===== src/rtl/lifo_reverse_ctrl.sv =====
// lifo_reverse_ctrl: buffers a valid/ready segment into an attached stack and replays it reversed.
module lifo_reverse_ctrl #(
    parameter int WIDTH = 8,
    parameter int DEPTH = 8,
    parameter int CNT_W = 4
) (
    input  logic             clk,
    input  logic             rst,
    input  logic             s_valid,
    output logic             s_ready,
    input  logic [WIDTH-1:0] s_data,
    input  logic             s_last,
    output logic             m_valid,
    input  logic             m_ready,
    output logic [WIDTH-1:0] m_data,
    output logic             m_last,
    output logic             lifo_push,
    output logic             lifo_pop,
    output logic [WIDTH-1:0] lifo_din,
    input  logic [WIDTH-1:0] lifo_dout,
    input  logic             lifo_full,
    input  logic             lifo_empty,
    output logic             busy
);
    typedef enum logic {FILL, DRAIN} state_t;
    state_t           state;
    logic [CNT_W-1:0] cnt;
    logic             last_seen;
    logic             accept;
    logic             pop_en;
    assign s_ready   = (state == FILL) && (cnt < CNT_W'(DEPTH));
    assign accept    = s_valid && s_ready;
    // a pop refills the output register only when it is empty or being consumed
    assign pop_en    = (state == DRAIN) && (cnt != '0) && (!m_valid || m_ready);
    assign lifo_push = accept;
    assign lifo_pop  = pop_en;
    assign lifo_din  = s_data;
    assign m_data    = lifo_dout;
    assign busy      = (state == DRAIN);
    always_ff @(posedge clk) begin
        if (rst) begin
            state     <= FILL;
            cnt       <= '0;
            last_seen <= 1'b0;
            m_valid   <= 1'b0;
            m_last    <= 1'b0;
        end else if (state == FILL) begin
            if (accept) begin
                cnt <= cnt + CNT_W'(1);
                if (s_last || cnt == CNT_W'(DEPTH - 1)) begin
                    state     <= DRAIN;
                    last_seen <= s_last;
                end
            end
        end else begin
            if (pop_en) begin
                cnt     <= cnt - CNT_W'(1);
                m_valid <= 1'b1;
                m_last  <= (cnt == CNT_W'(1)) && last_seen;
            end else if (m_valid && m_ready) begin
                m_valid <= 1'b0;
                m_last  <= 1'b0;
            end
            if (cnt == '0 && (!m_valid || m_ready)) begin
                state     <= FILL;
                last_seen <= 1'b0;
            end
        end
    end
    assert property (@(posedge clk) disable iff (rst)
        !(lifo_push && lifo_full) && !(lifo_pop && lifo_empty) && !(lifo_push && lifo_pop)
        && (lifo_empty == (cnt == '0)) && (lifo_full == (cnt == CNT_W'(DEPTH))));
endmodule


===== config.mk =====
export PLATFORM = sky130hd
export DESIGN_NAME = lifo_reverse_ctrl
export DESIGN_NICKNAME = d
export VERILOG_FILES = /design/src/rtl/lifo_reverse_ctrl.sv
export SDC_FILE = /design/constraint.sdc
export NUM_CORES = 1
export LEC_CHECK = 0
export ABC_AREA = 1
export CAP_MARGIN = 15
export CORE_AREA = 2 2 45 47
export DETAILED_ROUTE_END_ITERATION = 7
export DIE_AREA = 0 0 47 49
export GPL_ROUTABILITY_DRIVEN = 0
export PLACE_DENSITY_LB_ADDON = 0.12
export SLEW_MARGIN = 20
export SYNTH_ARGS = -nofsm -noshare
export SYNTH_HDL_FRONTEND = slang
export SYNTH_SLANG_ARGS = --single-unit

===== constraint.sdc =====
create_clock -name clk -period 2 [get_ports clk]
set_input_delay 0.5 -clock clk [delete_from_list [all_inputs] [get_ports clk]]
set_output_delay 0.5 -clock clk [all_outputs]
set_load 0.005 [all_outputs]

; ---- Word level (Yosys, flattened, before mapping)
; Index checks and enable logic that the tools add are counted.
[word_totals]
regBits = 8
output_inout_bits = 22
inputBits = 23
word_cells = 45
[classes]
addsub = 2
muxes = 14
bitwise = 1
eq_ne = 4
magnitude_cmp = 1
reduce_logical = 18
[op_table]
columns = op, n
row1 = $mux W4, 3
row2 = $mux W1, 11
row3 = $logic_and A1 B1 Y1, 7
row4 = $reduce_bool A2 Y1, 3
row5 = $add A4 B1 Y4 const B, 1
row6 = $eq A4 B1 Y1 const B, 1
row7 = $eq A4 B3 Y1 const B, 1
row8 = $logic_not A4 Y1, 1
row9 = $lt A4 B4 Y1 const B, 1
row10 = $reduce_and A2 Y1, 2
row11 = $reduce_bool A4 Y1, 1
row12 = $sub A4 B1 Y4 const B, 1
row13 = $reduce_and A3 Y1, 1
row14 = $logic_or A1 B1 Y1, 2
row15 = $ne A2 B1 Y1 const B, 1
row16 = $ne A2 B2 Y1 const B, 1
row17 = $logic_not A1 Y1, 1
row18 = $not A1 Y1, 1

; ---- Depth between registers and ports, before layout
[logic_depth]
word_depth = 5
mapped_depth = 8
mapped_depth_nobuf = 8

; ---- Worst setup path before layout
; No wires, ideal clock.
[synth_timing]
path_type = register -> output
startpoint = register cnt[0]
endpoint = output lifo_pop
slack_ns = 0.567
required_ns = 1.500
stages_incl_launch_ff = 6
arrival_time_ns = 0.933
n_path_buf = 0
path_cell_list = dfxtp_1 > inv_1 > ha_1 > nand2_2 > nand3_4 > inv_1
[synth_between]
elab_chain_len = 3
[synth_rtl]
columns = element, line
row1 = from (decl), 27  ; logic [CNT_W-1:0] cnt;
row2 = from (signal assigned), 49  ; cnt <= cnt + CNT_W'(1);
row3 = from (signal assigned), 57  ; cnt <= cnt - CNT_W'(1);
row4 = $reduce_bool A4 Y1, 34  ; assign pop_en = (state == DRAIN) && (cnt != '0) && (!m_valid || m_ready);
row5 = $logic_and A1 B1 Y1 (2 in a row), 34
row6 = to (decl), 18  ; output logic lifo_pop,
; No other way between the ends.

; ---- Worst setup path in the final report
[layout_timing]
startpoint = input m_ready
endpoint = output lifo_pop
[layout_between]
elab_chain_len = 2
[layout_rtl]
columns = element, line
row1 = from (decl), 14  ; input logic m_ready,
row2 = $logic_or A1 B1 Y1, 34
row3 = $logic_and A1 B1 Y1, 34
; No other way between the ends.

==> flow_metrics.tcl <==
set metrics [dict create \
    place_area_um2 694 \
    crit_top_cell "inv_1" \
    post-place-cells 118 \
    final_nets 122 \
    clock-sinks 8 \
    drv_slew 0 \
    max_cap_violations 0 \
    cp_num_buf_inv 4 \
    critPathLaunchType "input pin" \
    io-pin-count 45 \
    grt_pass1_wl_um 2010 \
    fin_worst_skew_ns 0.00363 \
    cts_buffers 3 \
    ys_ff_latch 8 \
    cts_tree "done" \
    cts_setup_buffers 0 \
    core_um2 1840 \
    path_max_fanout 2 \
    critPathKind "input pin to output pin" \
    diodes 0 \
    crit_family "buffers and inverters" \
    instances_no_fill 121 \
    vias 504 \
    post_drt_wl_per_cell_um 9.36 \
    yosysSeqAreaShare_pct 24.9 \
    portBuffers 10 \
    synth_cells 92 \
    maxSlewHeadroom_pct 72.4 \
    ys_types 21 \
    yosysTopAreaCell "dfxtp_1" \
    crit_required_ns 1.50 \
    cts_root_buf "clkbuf_4" \
    pwr_density_cell_nw_per_um2 665 \
    hp-class "flop to flop" \
    final_cell_mix "nand2_1 (16), inv_1 (10), nor2_1 (9)" \
    ys_warn_count 0 \
    end_kind "output pin" \
    ir_drop_v 0.000370 \
    fp-row-count 16 \
    max_freq_ghz 0.517 \
    status "finished clean" \
    syn-num-nets 118 \
    r2r_slack_ns 0.63 \
    finalCritPeriodShare_pct 96.8 \
    cts_max_path_buffers 2 \
    antenna_found_initial 0 \
    grt_max_degree 10 \
    syn_area_um2 644 \
    setup_violations 0 \
    drc 0 \
    synth_top_area_share_pct 24.9 \
    synthTopCellsByArea "dfxtp_1 (25%), buf_4 (19%), nand2_1 (9.9%)" \
    final_area_um2 717 \
    grtUsageTotal_pct 12.4 \
    path_cells "clkdlybuf4s50_1, inv_1, nand2_2, nand3_4, inv_1, dlygate4sd2_1" \
    cts_hold_buffers 0 \
    period_needed_ns 1.94 \
    dp_hpwl_um 898 \
    htree_levels 1 \
    grt_setup_unrepaired "false" \
    critPathSlowestCell "clkdlybuf4s50_1" \
    final_common_cell "nand2_1" \
    drt_iter0_markers 4 \
    final_hold_viol_count 0 \
    grt_pass1_vias 484 \
    die_h_um 49 \
    ant_nets 0 \
    clock_latency_ns 0.25 \
    start_util_pct 35.0 \
    dr.pass1.iters 2 \
    clkTransAtPathRegs_ns 0.05 \
    critical-path-max-stage-delay_ns 0.45 \
    crit_arrival_ns 1.44 \
    area_growth_syn_to_layout_pct 11.3 \
    overflow 0 \
    dieArea_um2 2300 \
    drive_gt1_share_pct 21.3 \
    worstMarginPinSlew_ns 0.413 \
    viasPerCell 4.17 \
    routed_wirelength_um 1130 \
    avgSynthCellArea_um2 7.00 \
    p_leak_nw 0.342 \
    die-width_um 47 \
]
==> final timing paths <==
kind | start | end | cells after the start
max | m_ready | lifo_pop | 6
min | last_seen$_SDFFE_PP0P_ | m_last$_SDFFE_PP0P_ | 2
max reg2reg | cnt[1]$_SDFFE_PP0P_ | cnt[1]$_SDFFE_PP0P_ | 9
min reg2reg | last_seen$_SDFFE_PP0P_ | m_last$_SDFFE_PP0P_ | 2
==> registers in the layout (all words and copies together), names as in the netlist <==
register	cells
m_last	1
last_seen	1
cnt	4
busy	1
m_valid	1
==> worst register-to-register path: stages, from the launching register on <==
cell	delay, ns
dfxtp_1	0.36
inv_1	0.09
ha_1	0.21
nand2_2	0.10
nand3_4	0.06
buf_4	0.17
nand2_4	0.09
inv_2	0.05
nor2_1	0.09
nor2_1	0.05
==> metal layers <==
metal  share of wire (%)  global-route usage (%)  wire [µm]
met1                  44                    13.7        494
met2                  45                    18.3        515
met3                 8.7                    7.41         99
met4                 2.1                    6.02         24
met5                   0                       0          0
==> cells by family after synthesis <==
logic type	share of synthesized area [%]
buffers and inverters	28.2
XOR/XNOR	2.72
AND/OR/NAND/NOR	30.1
adder cells (fa/ha/maj)	5.83
flip-flops	24.9
AO/OA/AOI/OAI	8.35
==> synthesized netlist by cell type <==
master / number
nor2_4: 1
buf_6: 1
nand3_1: 5
nand2_2: 2
buf_4: 16
o21ai_1: 2
ha_1: 3
dfxtp_1: 8
o21ai_0: 2
nor2_1: 9
nand4_1: 2
inv_1: 10
a21oi_2: 1
xor2_1: 2
buf_2: 1
inv_2: 2
nand2_1: 17
nor2_2: 1
nand2_4: 1
a21oi_1: 5
nand3_4: 1
==> per-stage QoR <==
stage	TNS [ns]	setup slack [ns]	total power [mW]	utilization [%]	hold slack [ns]
after floorplan	0	0.567	0.322	-	0.433
after global placement	-0.298	-0.226	0.360	37.7	0.464
after detailed placement	-0.310	-0.240	0.359	37.7	0.466
after CTS	0	0.0580	0.488	38.9	0.474
after global routing	0	0.000704	0.522	38.9	0.502
final	0	0.0649	0.477	38.9	0.471
==> what timing repair did <==
action / 4_1_cts / 5_1_grt
gates resized for setup: 3 / 0
setup endpoints to repair: 2 / 0
endpoints found under the hold margin: 0 / 0
==> cell type report <==
class | count | area [µm²]
clock buffer | 3 | 22.5
fill | 219 | 1120
inverter | 12 | 45.0
multi-input combinational | 54 | 305
sequential | 8 | 160
tap | 27 | 33.8
timing repair buffer | 17 | 150
==> report_power, final <==
part	total [mW]	internal, mW	switching [mW]	leakage, nW
combinational	0.163	0.0807	0.0825	0.263
clock	0.125	0.0687	0.0559	0.0138
sequential	0.189	0.173	0.0157	0.0655
Power figures use the tool's default switching activity.
